<file path="src/rtl/fwd_hazard_ctrl.sv">
// rtl/fwd_hazard_ctrl.sv - forwarding mux selects, load-use stall and EX bubble control
module fwd_hazard_ctrl #(
  parameter int REG_AW = 5,
  parameter int CNT_W  = 16
) (
  input  logic              clk,
  input  logic              rst_n,
  input  logic              id_valid,
  input  logic [REG_AW-1:0] id_rs1,
  input  logic [REG_AW-1:0] id_rs2,
  input  logic              id_use_rs1,
  input  logic              id_use_rs2,
  input  logic [REG_AW-1:0] id_rd,
  input  logic              id_regwen,
  input  logic              id_memread,
  input  logic              id_use_pc,
  input  logic              ex_flush,
  output logic              a_sel1,
  output logic [1:0]        a_sel2,
  output logic [1:0]        b_sel2,
  output logic              stall,
  output logic              ex_bubble,
  output logic [CNT_W-1:0]  stall_cnt
);

  // EX shadow fields
  logic              ex_valid_q, ex_valid_d;
  logic [REG_AW-1:0] ex_rs1_q, ex_rs1_d;
  logic [REG_AW-1:0] ex_rs2_q, ex_rs2_d;
  logic [REG_AW-1:0] ex_rd_q, ex_rd_d;
  logic              ex_regwen_q, ex_regwen_d;
  logic              ex_memread_q, ex_memread_d;
  logic              ex_use_pc_q, ex_use_pc_d;

  // MEM shadow fields
  logic              mem_valid_q;
  logic [REG_AW-1:0] mem_rd_q;
  logic              mem_regwen_q;
  logic              mem_memread_q;

  // WB shadow fields
  logic              wb_valid_q;
  logic [REG_AW-1:0] wb_rd_q;
  logic              wb_regwen_q;

  logic [CNT_W-1:0]  cnt_q, cnt_d;

  logic load_use;
  logic rs1_dep, rs2_dep;
  logic mem_fwd_ok, wb_fwd_ok;
  logic mem_hit_a, mem_hit_b, wb_hit_a, wb_hit_b;

  // Load in EX whose rd is read by the instruction in ID
  always_comb begin
    rs1_dep  = id_use_rs1 & (id_rs1 == ex_rd_q);
    rs2_dep  = id_use_rs2 & (id_rs2 == ex_rd_q);
    load_use = id_valid & ex_valid_q & ex_memread_q & ex_regwen_q &
               (ex_rd_q != '0) & (rs1_dep | rs2_dep);
  end

  // Flush overrides the stall since the ID instruction is squashed anyway;
  // gating with rst_n keeps both controls low for the whole reset window.
  assign stall     = rst_n & load_use & ~ex_flush;
  assign ex_bubble = stall | (rst_n & ex_flush);
  assign stall_cnt = cnt_q;

  // Next EX contents: ID fields, or an all-zero NOP when bubbling
  always_comb begin
    ex_valid_d   = id_valid;
    ex_rs1_d     = id_rs1;
    ex_rs2_d     = id_rs2;
    ex_rd_d      = id_rd;
    ex_regwen_d  = id_regwen;
    ex_memread_d = id_memread;
    ex_use_pc_d  = id_use_pc;
    if (ex_bubble) begin
      ex_valid_d   = 1'b0;
      ex_rs1_d     = '0;
      ex_rs2_d     = '0;
      ex_rd_d      = '0;
      ex_regwen_d  = 1'b0;
      ex_memread_d = 1'b0;
      ex_use_pc_d  = 1'b0;
    end
  end

  // Saturating count of load-use stall cycles
  always_comb begin
    cnt_d = cnt_q;
    if (stall && (cnt_q != {CNT_W{1'b1}})) begin
      cnt_d = cnt_q + CNT_W'(1);
    end
  end

  // Pipeline shadow registers; MEM and WB advance every edge
  always_ff @(posedge clk or negedge rst_n) begin
    if (!rst_n) begin
      ex_valid_q    <= 1'b0;
      ex_rs1_q      <= '0;
      ex_rs2_q      <= '0;
      ex_rd_q       <= '0;
      ex_regwen_q   <= 1'b0;
      ex_memread_q  <= 1'b0;
      ex_use_pc_q   <= 1'b0;
      mem_valid_q   <= 1'b0;
      mem_rd_q      <= '0;
      mem_regwen_q  <= 1'b0;
      mem_memread_q <= 1'b0;
      wb_valid_q    <= 1'b0;
      wb_rd_q       <= '0;
      wb_regwen_q   <= 1'b0;
      cnt_q         <= '0;
    end else begin
      ex_valid_q    <= ex_valid_d;
      ex_rs1_q      <= ex_rs1_d;
      ex_rs2_q      <= ex_rs2_d;
      ex_rd_q       <= ex_rd_d;
      ex_regwen_q   <= ex_regwen_d;
      ex_memread_q  <= ex_memread_d;
      ex_use_pc_q   <= ex_use_pc_d;
      mem_valid_q   <= ex_valid_q;
      mem_rd_q      <= ex_rd_q;
      mem_regwen_q  <= ex_regwen_q;
      mem_memread_q <= ex_memread_q;
      wb_valid_q    <= mem_valid_q;
      wb_rd_q       <= mem_rd_q;
      wb_regwen_q   <= mem_regwen_q;
      cnt_q         <= cnt_d;
    end
  end

  // Producer matches; loads in MEM and x0 never forward
  always_comb begin
    mem_fwd_ok = mem_valid_q & mem_regwen_q & ~mem_memread_q & (mem_rd_q != '0);
    wb_fwd_ok  = wb_valid_q & wb_regwen_q & (wb_rd_q != '0);
    mem_hit_a  = mem_fwd_ok & (mem_rd_q == ex_rs1_q);
    mem_hit_b  = mem_fwd_ok & (mem_rd_q == ex_rs2_q);
    wb_hit_a   = wb_fwd_ok & (wb_rd_q == ex_rs1_q);
    wb_hit_b   = wb_fwd_ok & (wb_rd_q == ex_rs2_q);
  end

  // Operand mux selects for the EX instruction; MEM beats WB, PC beats both
  always_comb begin
    a_sel1 = 1'b0;
    a_sel2 = 2'b00;
    b_sel2 = 2'b00;
    if (ex_valid_q) begin
      if (ex_use_pc_q) begin
        a_sel1 = 1'b1;
      end else if (mem_hit_a) begin
        a_sel2 = 2'b10;
      end else if (wb_hit_a) begin
        a_sel2 = 2'b01;
      end
      if (mem_hit_b) begin
        b_sel2 = 2'b10;
      end else if (wb_hit_b) begin
        b_sel2 = 2'b01;
      end
    end
  end

endmodule

</file>
<file path="config.mk">
export PLATFORM = sky130hd
export DESIGN_NAME = fwd_hazard_ctrl
export DESIGN_NICKNAME = d
export VERILOG_FILES = /design/src/rtl/fwd_hazard_ctrl.sv
export SDC_FILE = /design/constraint.sdc
export NUM_CORES = 1
export LEC_CHECK = 0
export BUFFER_PORTS_ARGS = -buffer_cell sky130_fd_sc_hd__buf_4
export CORE_MARGIN = 2
export CORE_UTILIZATION = 54
export DETAILED_ROUTE_END_ITERATION = 8
export HOLD_SLACK_MARGIN = 0.03
export PLACE_DENSITY = 0.79
export SLEW_MARGIN = 10
export SYNTH_ARGS = -nofsm -noshare
export SYNTH_HDL_FRONTEND = slang
export SYNTH_SLANG_ARGS = --single-unit
</file>
<file path="constraint.sdc">
create_clock -name clk -period 2.6 [get_ports clk]
set_clock_uncertainty 0.1 [all_clocks]
set_input_delay 0 -clock clk [delete_from_list [all_inputs] [get_ports clk]]
set_output_delay 0 -clock clk [all_outputs]
set_load 0.005 [all_outputs]
</file>
### Yosys cells after proc, flatten, opt, wreduce, memory -nomap -nowiden

Index checks and enable logic that the tools add are counted.

* register bits: 50
* bits in latches: 0
* memory bits (writable): 0
* bits in read-only memories: 0
* bits of input ports: 24
* output and inout port bits: 23
* logic and storage cells: 66
* memories kept: 0

* $add $sub $neg: 1
* $mul: 0
* div/mod/pow operators: 0
* magnitude comparators: 0
* equal/unequal tests: 7
* shift operators: 0
* muxes and demuxes: 16
* bitwise gates (word level): 23
* reduce and logical (&&, ||, !) cells: 4

Operators with widths (number)
* $eq A5 B5 Y1: 6
* $and A1 B1 Y1: 19
* $add A16 B1 Y16 const B: 1
* $ne A16 B16 Y1 const B: 1
* $mux W5: 3
* $reduce_bool A5 Y1: 3
* $mux W2: 5
* $mux W1: 8
* $not A1 Y1: 2
* $or A1 B1 Y1: 2
* $logic_and A1 B1 Y1: 1

### Longest topological paths before layout

* depth after elaboration: 9
* depth in mapped cells: 7
* depth with buffers taken out: 6

### Worst setup path before layout

OpenSTA, ideal clock, no wires.

* path type: reg-to-reg
* start point: reg ex_rd_q[0]
* end point: reg cnt_q[1] (netlist: stall_cnt[1])
* setup time: 127 ps
* arrival time: 1725 ps
* data required time: 2373 ps
* setup slack: 647 ps
* cell stages (with the launch flop): 6
* buffers on the path: 0
* period minus slack after synthesis: 1953 ps
* path through: dfrtp_1 > or4_4 > o211ai_2 > a31oi_4 > nand2_2 > mux2_1

* longest elaborated chain between the ends: 7
* elaborated cells on any way between the ends: 11
* those cells by class: eq/ne (2); bitwise (7); reduce/logical (2)

RTL lines
* start, declared: line 30 `logic [REG_AW-1:0] ex_rd_q, ex_rd_d;`
* start signal, assigned: line 117 `ex_rd_q <= ex_rd_d;`
* $eq A5 B5 Y1 (on tied branches): line 55, 56
* $and A1 B1 Y1 (on tied branches): line 55, 56
* $or A1 B1 Y1: line 58 `(ex_rd_q != '0) & (rs1_dep | rs2_dep);`
* $and A1 B1 Y1 (*): line 58
* $and A1 B1 Y1 (*) (2 in series): line 63 `assign stall = rst_n & load_use & ~ex_flush;`
* $logic_and A1 B1 Y1 (*): line 90 `if (stall && (cnt_q != {CNT_W{1'b1}})) begin`
* end signal, assigned: line 128 `cnt_q <= cnt_d;`
* end, declared: line 46 `logic [CNT_W-1:0] cnt_q, cnt_d;`

Every way passes the cells marked *; elsewhere a longest branch is shown, timed or not.
A chain may end at the register's enable or synchronous reset.

### Final worst setup path

* start point: reg ex_rd_q[0]
* end point: out ex_bubble

* longest elaborated chain between the ends: 7
* elaborated cells on any way between the ends: 11
* those cells by class: eq/ne (2); bitwise (8); reduce/logical (1)

RTL lines
* $eq A5 B5 Y1 (on tied branches): line 55, 56
* $and A1 B1 Y1 (on tied branches): line 55, 56
* $or A1 B1 Y1: line 58
* $and A1 B1 Y1 (*): line 58
* $and A1 B1 Y1 (*) (2 in series): line 63
* $or A1 B1 Y1 (*): line 64 `assign ex_bubble = stall | (rst_n & ex_flush);`
* end, declared: line 22 `output logic ex_bubble,`

Marked as above.

==> results.sh <==
export IMPL_r2r_worst_path_cells=5
export IMPL_min_path_cells=3
export IMPL_finalCriticalPeriod_ps=2240
export IMPL_critical_path_arrival_ps=2140
export IMPL_num_rows=23
export IMPL_worst_slack_ps=363
export IMPL_via_count=1614
export IMPL_stdcell_count=310
export IMPL_syn_num_nets=215
export IMPL_path_max_fanout=20
export IMPL_initial_core_util=0.570
export IMPL_crit_chain="or4_4, o211a_4, a22oi_4, inv_1, buf_4"
export IMPL_core_um2=4090
export IMPL_postCtsSetupRepairBufs=0
export IMPL_dieWidth_um=69.7
export IMPL_grt_overflow_total=0
export IMPL_p_leak_nw=1.39
export IMPL_wl_mm=4.79
export IMPL_synth_ff_type="dfrtp_1"
export IMPL_n_antenna_cell=0
export IMPL_worstSkewPairLatency_ps=300
export IMPL_slowest_delay_ps=560
export IMPL_synth_ff_latch_count=50
export IMPL_rsz0062_at_grt="false"
export IMPL_setup_viol=0
export IMPL_reg2reg_from="ex_rd_q[0]"
export IMPL_synth_edf_count=0
export IMPL_port_buffers=46
export IMPL_power_mw=1.43
export IMPL_slew_headroom=0.576
export IMPL_vdd_drop_max_v=0.000312
export IMPL_r2r_slack_ps=500
export IMPL_maxCapViolations=0
export IMPL_finalHoldViolations=0
export IMPL_layout_nets=285
export IMPL_areaGrowthSynthToFinish_pct=28.2
export IMPL_ys_types=42
export IMPL_worstPathRequired_ps=2500
export IMPL_grt_max_degree=52
export IMPL_yosysTopAreaCell="dfrtp_1"
export IMPL_grt_pass1_wl_mm=8.58
export IMPL_path_class="reg -> out"
export IMPL_clk_path_buf_depth=2
export IMPL_cts_htree_levels=2
export IMPL_antenna_found_initial=0
export IMPL_slew_violations=0
export IMPL_synth_area_top_cells="dfrtp_1, xnor2_1, xor2_1"
export IMPL_hold_ws_ps=68.7
export IMPL_numCtsBuffers=5
export IMPL_synth_async_reset_ratio=1.00
export IMPL_ioPinCount=47
export IMPL_synth_most_common_cell="dfrtp_1"
export IMPL_viasPerCell=5.21
export IMPL_crit_path_end_kind="primary output"
export IMPL_worstMarginPinSlew_ps=637
export IMPL_die_h_um=69.7
export IMPL_whs_endpoint="ex_rd_q[1]"
export IMPL_ys_seq_area_frac=0.537
export IMPL_cts_tree="done"
export IMPL_hold_path_class="in -> reg"
export IMPL_cp_slowest_cell="or4_4"
export IMPL_drt_iter0_markers=84
export IMPL_fmax_mhz=447
export IMPL_grt_pass1_vias=1760
export IMPL_synth_area_um2=2330
export IMPL_power_density_nw_per_um2=478
export IMPL_hp_start="ex_flush"
export IMPL_cts_num_sinks=50
export IMPL_rr_endpoint="stall_cnt[1]"
export IMPL_postRouteAntennaNets=0
export IMPL_gp_congestion=0.790
export IMPL_drc=0
export IMPL_place_area_um2=2710
export IMPL_numPlacedInstances=283
export IMPL_wl_per_cell_um=15.4
export IMPL_cp_start_kind="register"
export IMPL_final_area_um2=2990
export IMPL_dp_hpwl_mm=3.40
export IMPL_drtPass1Iterations=4
export IMPL_syn_instance_count=190
export IMPL_root_buffer="clkbuf_8"
export IMPL_status="finished clean"
export IMPL_fin_crit_sh=0.861
export IMPL_drive_gt1_frac=0.246
export IMPL_syn_avg_cell_area_um2=12.3
export IMPL_fin_tns_setup_ps=0
export IMPL_synth_commonest_cells="dfrtp_1, xnor2_1, and2_1, xor2_1, nand3_1"
export IMPL_final_util=0.731
export IMPL_dieArea_um2=4860
export IMPL_track_usage=0.225
export IMPL_clkTransAtPathRegs_ps=80
export IMPL_synth_top_area_frac=0.537
export IMPL_yosys_warnings=0
export IMPL_place_ws_ps=517
-- cells by family after synthesis --
kind of cell | synth area share
mux | 0.00967
buf+inv | 0.0199
simple gates | 0.213
xor+xnor | 0.162
flops | 0.537
compound gates | 0.0532
fa+ha+maj | 0.00537
-- final cells by class --
type                    count  area [um2]
multi-input cells         133        1030
clock buffers               7        76.3
flip-flops and latches     50        1250
repair buffers             67         553
fillers                   298        1100
well taps                  50        62.6
inverters                   3        11.3
-- sequential cells by signal, summed over array words and instances, names as in the netlist --
name	cells
ex_memread_q	1
ex_valid_q	1
mem_regwen_q	1
mem_valid_q	1
wb_valid_q	1
ex_rd_q	5
ex_regwen_q	1
mem_rd_q	5
wb_rd_q	5
mem_memread_q	1
wb_regwen_q	1
stall_cnt	16
ex_rs2_q	5
ex_use_pc_q	1
ex_rs1_q	5
-- cell usage in the layout, fill, tap and decap left out, types with 2 or more instances in the layout --
master / synthesis / routed
and2_1: 21 / 21
nor4b_1: 3 / 3
nor4_1: 4 / 4
xnor2_1: 27 / 27
nand2_1: 5 / 5
mux2_1: 2 / 2
nor3_1: 4 / 4
inv_1: 3 / 3
o21ai_0: 2 / 2
dlygate4sd3_1: 0 / 20
and4_1: 4 / 4
buf_4: 1 / 47
or4_1: 2 / 2
clkbuf_1: 0 / 2
xor2_1: 16 / 16
clkbuf_8: 0 / 5
and3_1: 3 / 3
nand3_1: 10 / 10
nand4_1: 7 / 7
dfrtp_1: 50 / 50
-- report_power, final --
part | leakage [nW] | internal (mW) | total [mW] | switching, mW
sequential | 0.636 | 0.811 | 0.847 | 0.0365
combinational | 0.715 | 0.0966 | 0.164 | 0.0675
clock | 0.0383 | 0.186 | 0.416 | 0.231
total | 1.39 | 1.09 | 1.43 | 0.335
-- how the worst max path moves through the flow --
stage                     from  slack (ps)      endpoint
floorplan           ex_rd_q[0]         650  stall_cnt[1]
detailed placement  ex_rd_q[0]         520  stall_cnt[1]
global route        ex_rd_q[0]         210     ex_bubble
global placement    ex_rd_q[0]         570  stall_cnt[1]
finish              ex_rd_q[0]         360     ex_bubble
CTS                 ex_rd_q[0]         330     ex_bubble
-- critical path: cells and delay by family (launching register included) --
family	cells	cell delay, ps
AO/OA/AOI/OAI	2	640
buffers and inverters	2	210
AND/OR/NAND/NOR	1	560
flip-flops	1	430
-- timing repair --
action,CTS,global route
hold buffers,20,0
gates resized for setup,0,0
hold endpoints to repair,69,0
-- per-layer routing --
| layer | global-route usage | share of wire |
|---|---|---|
| met4 | 0.0620 | 0.013 |
| met3 | 0.0538 | 0.030 |
| met1 | 0.297 | 0.44 |
| met5 | 0 | 0 |
| met2 | 0.373 | 0.51 |
Power figures use the tool's default switching activity.
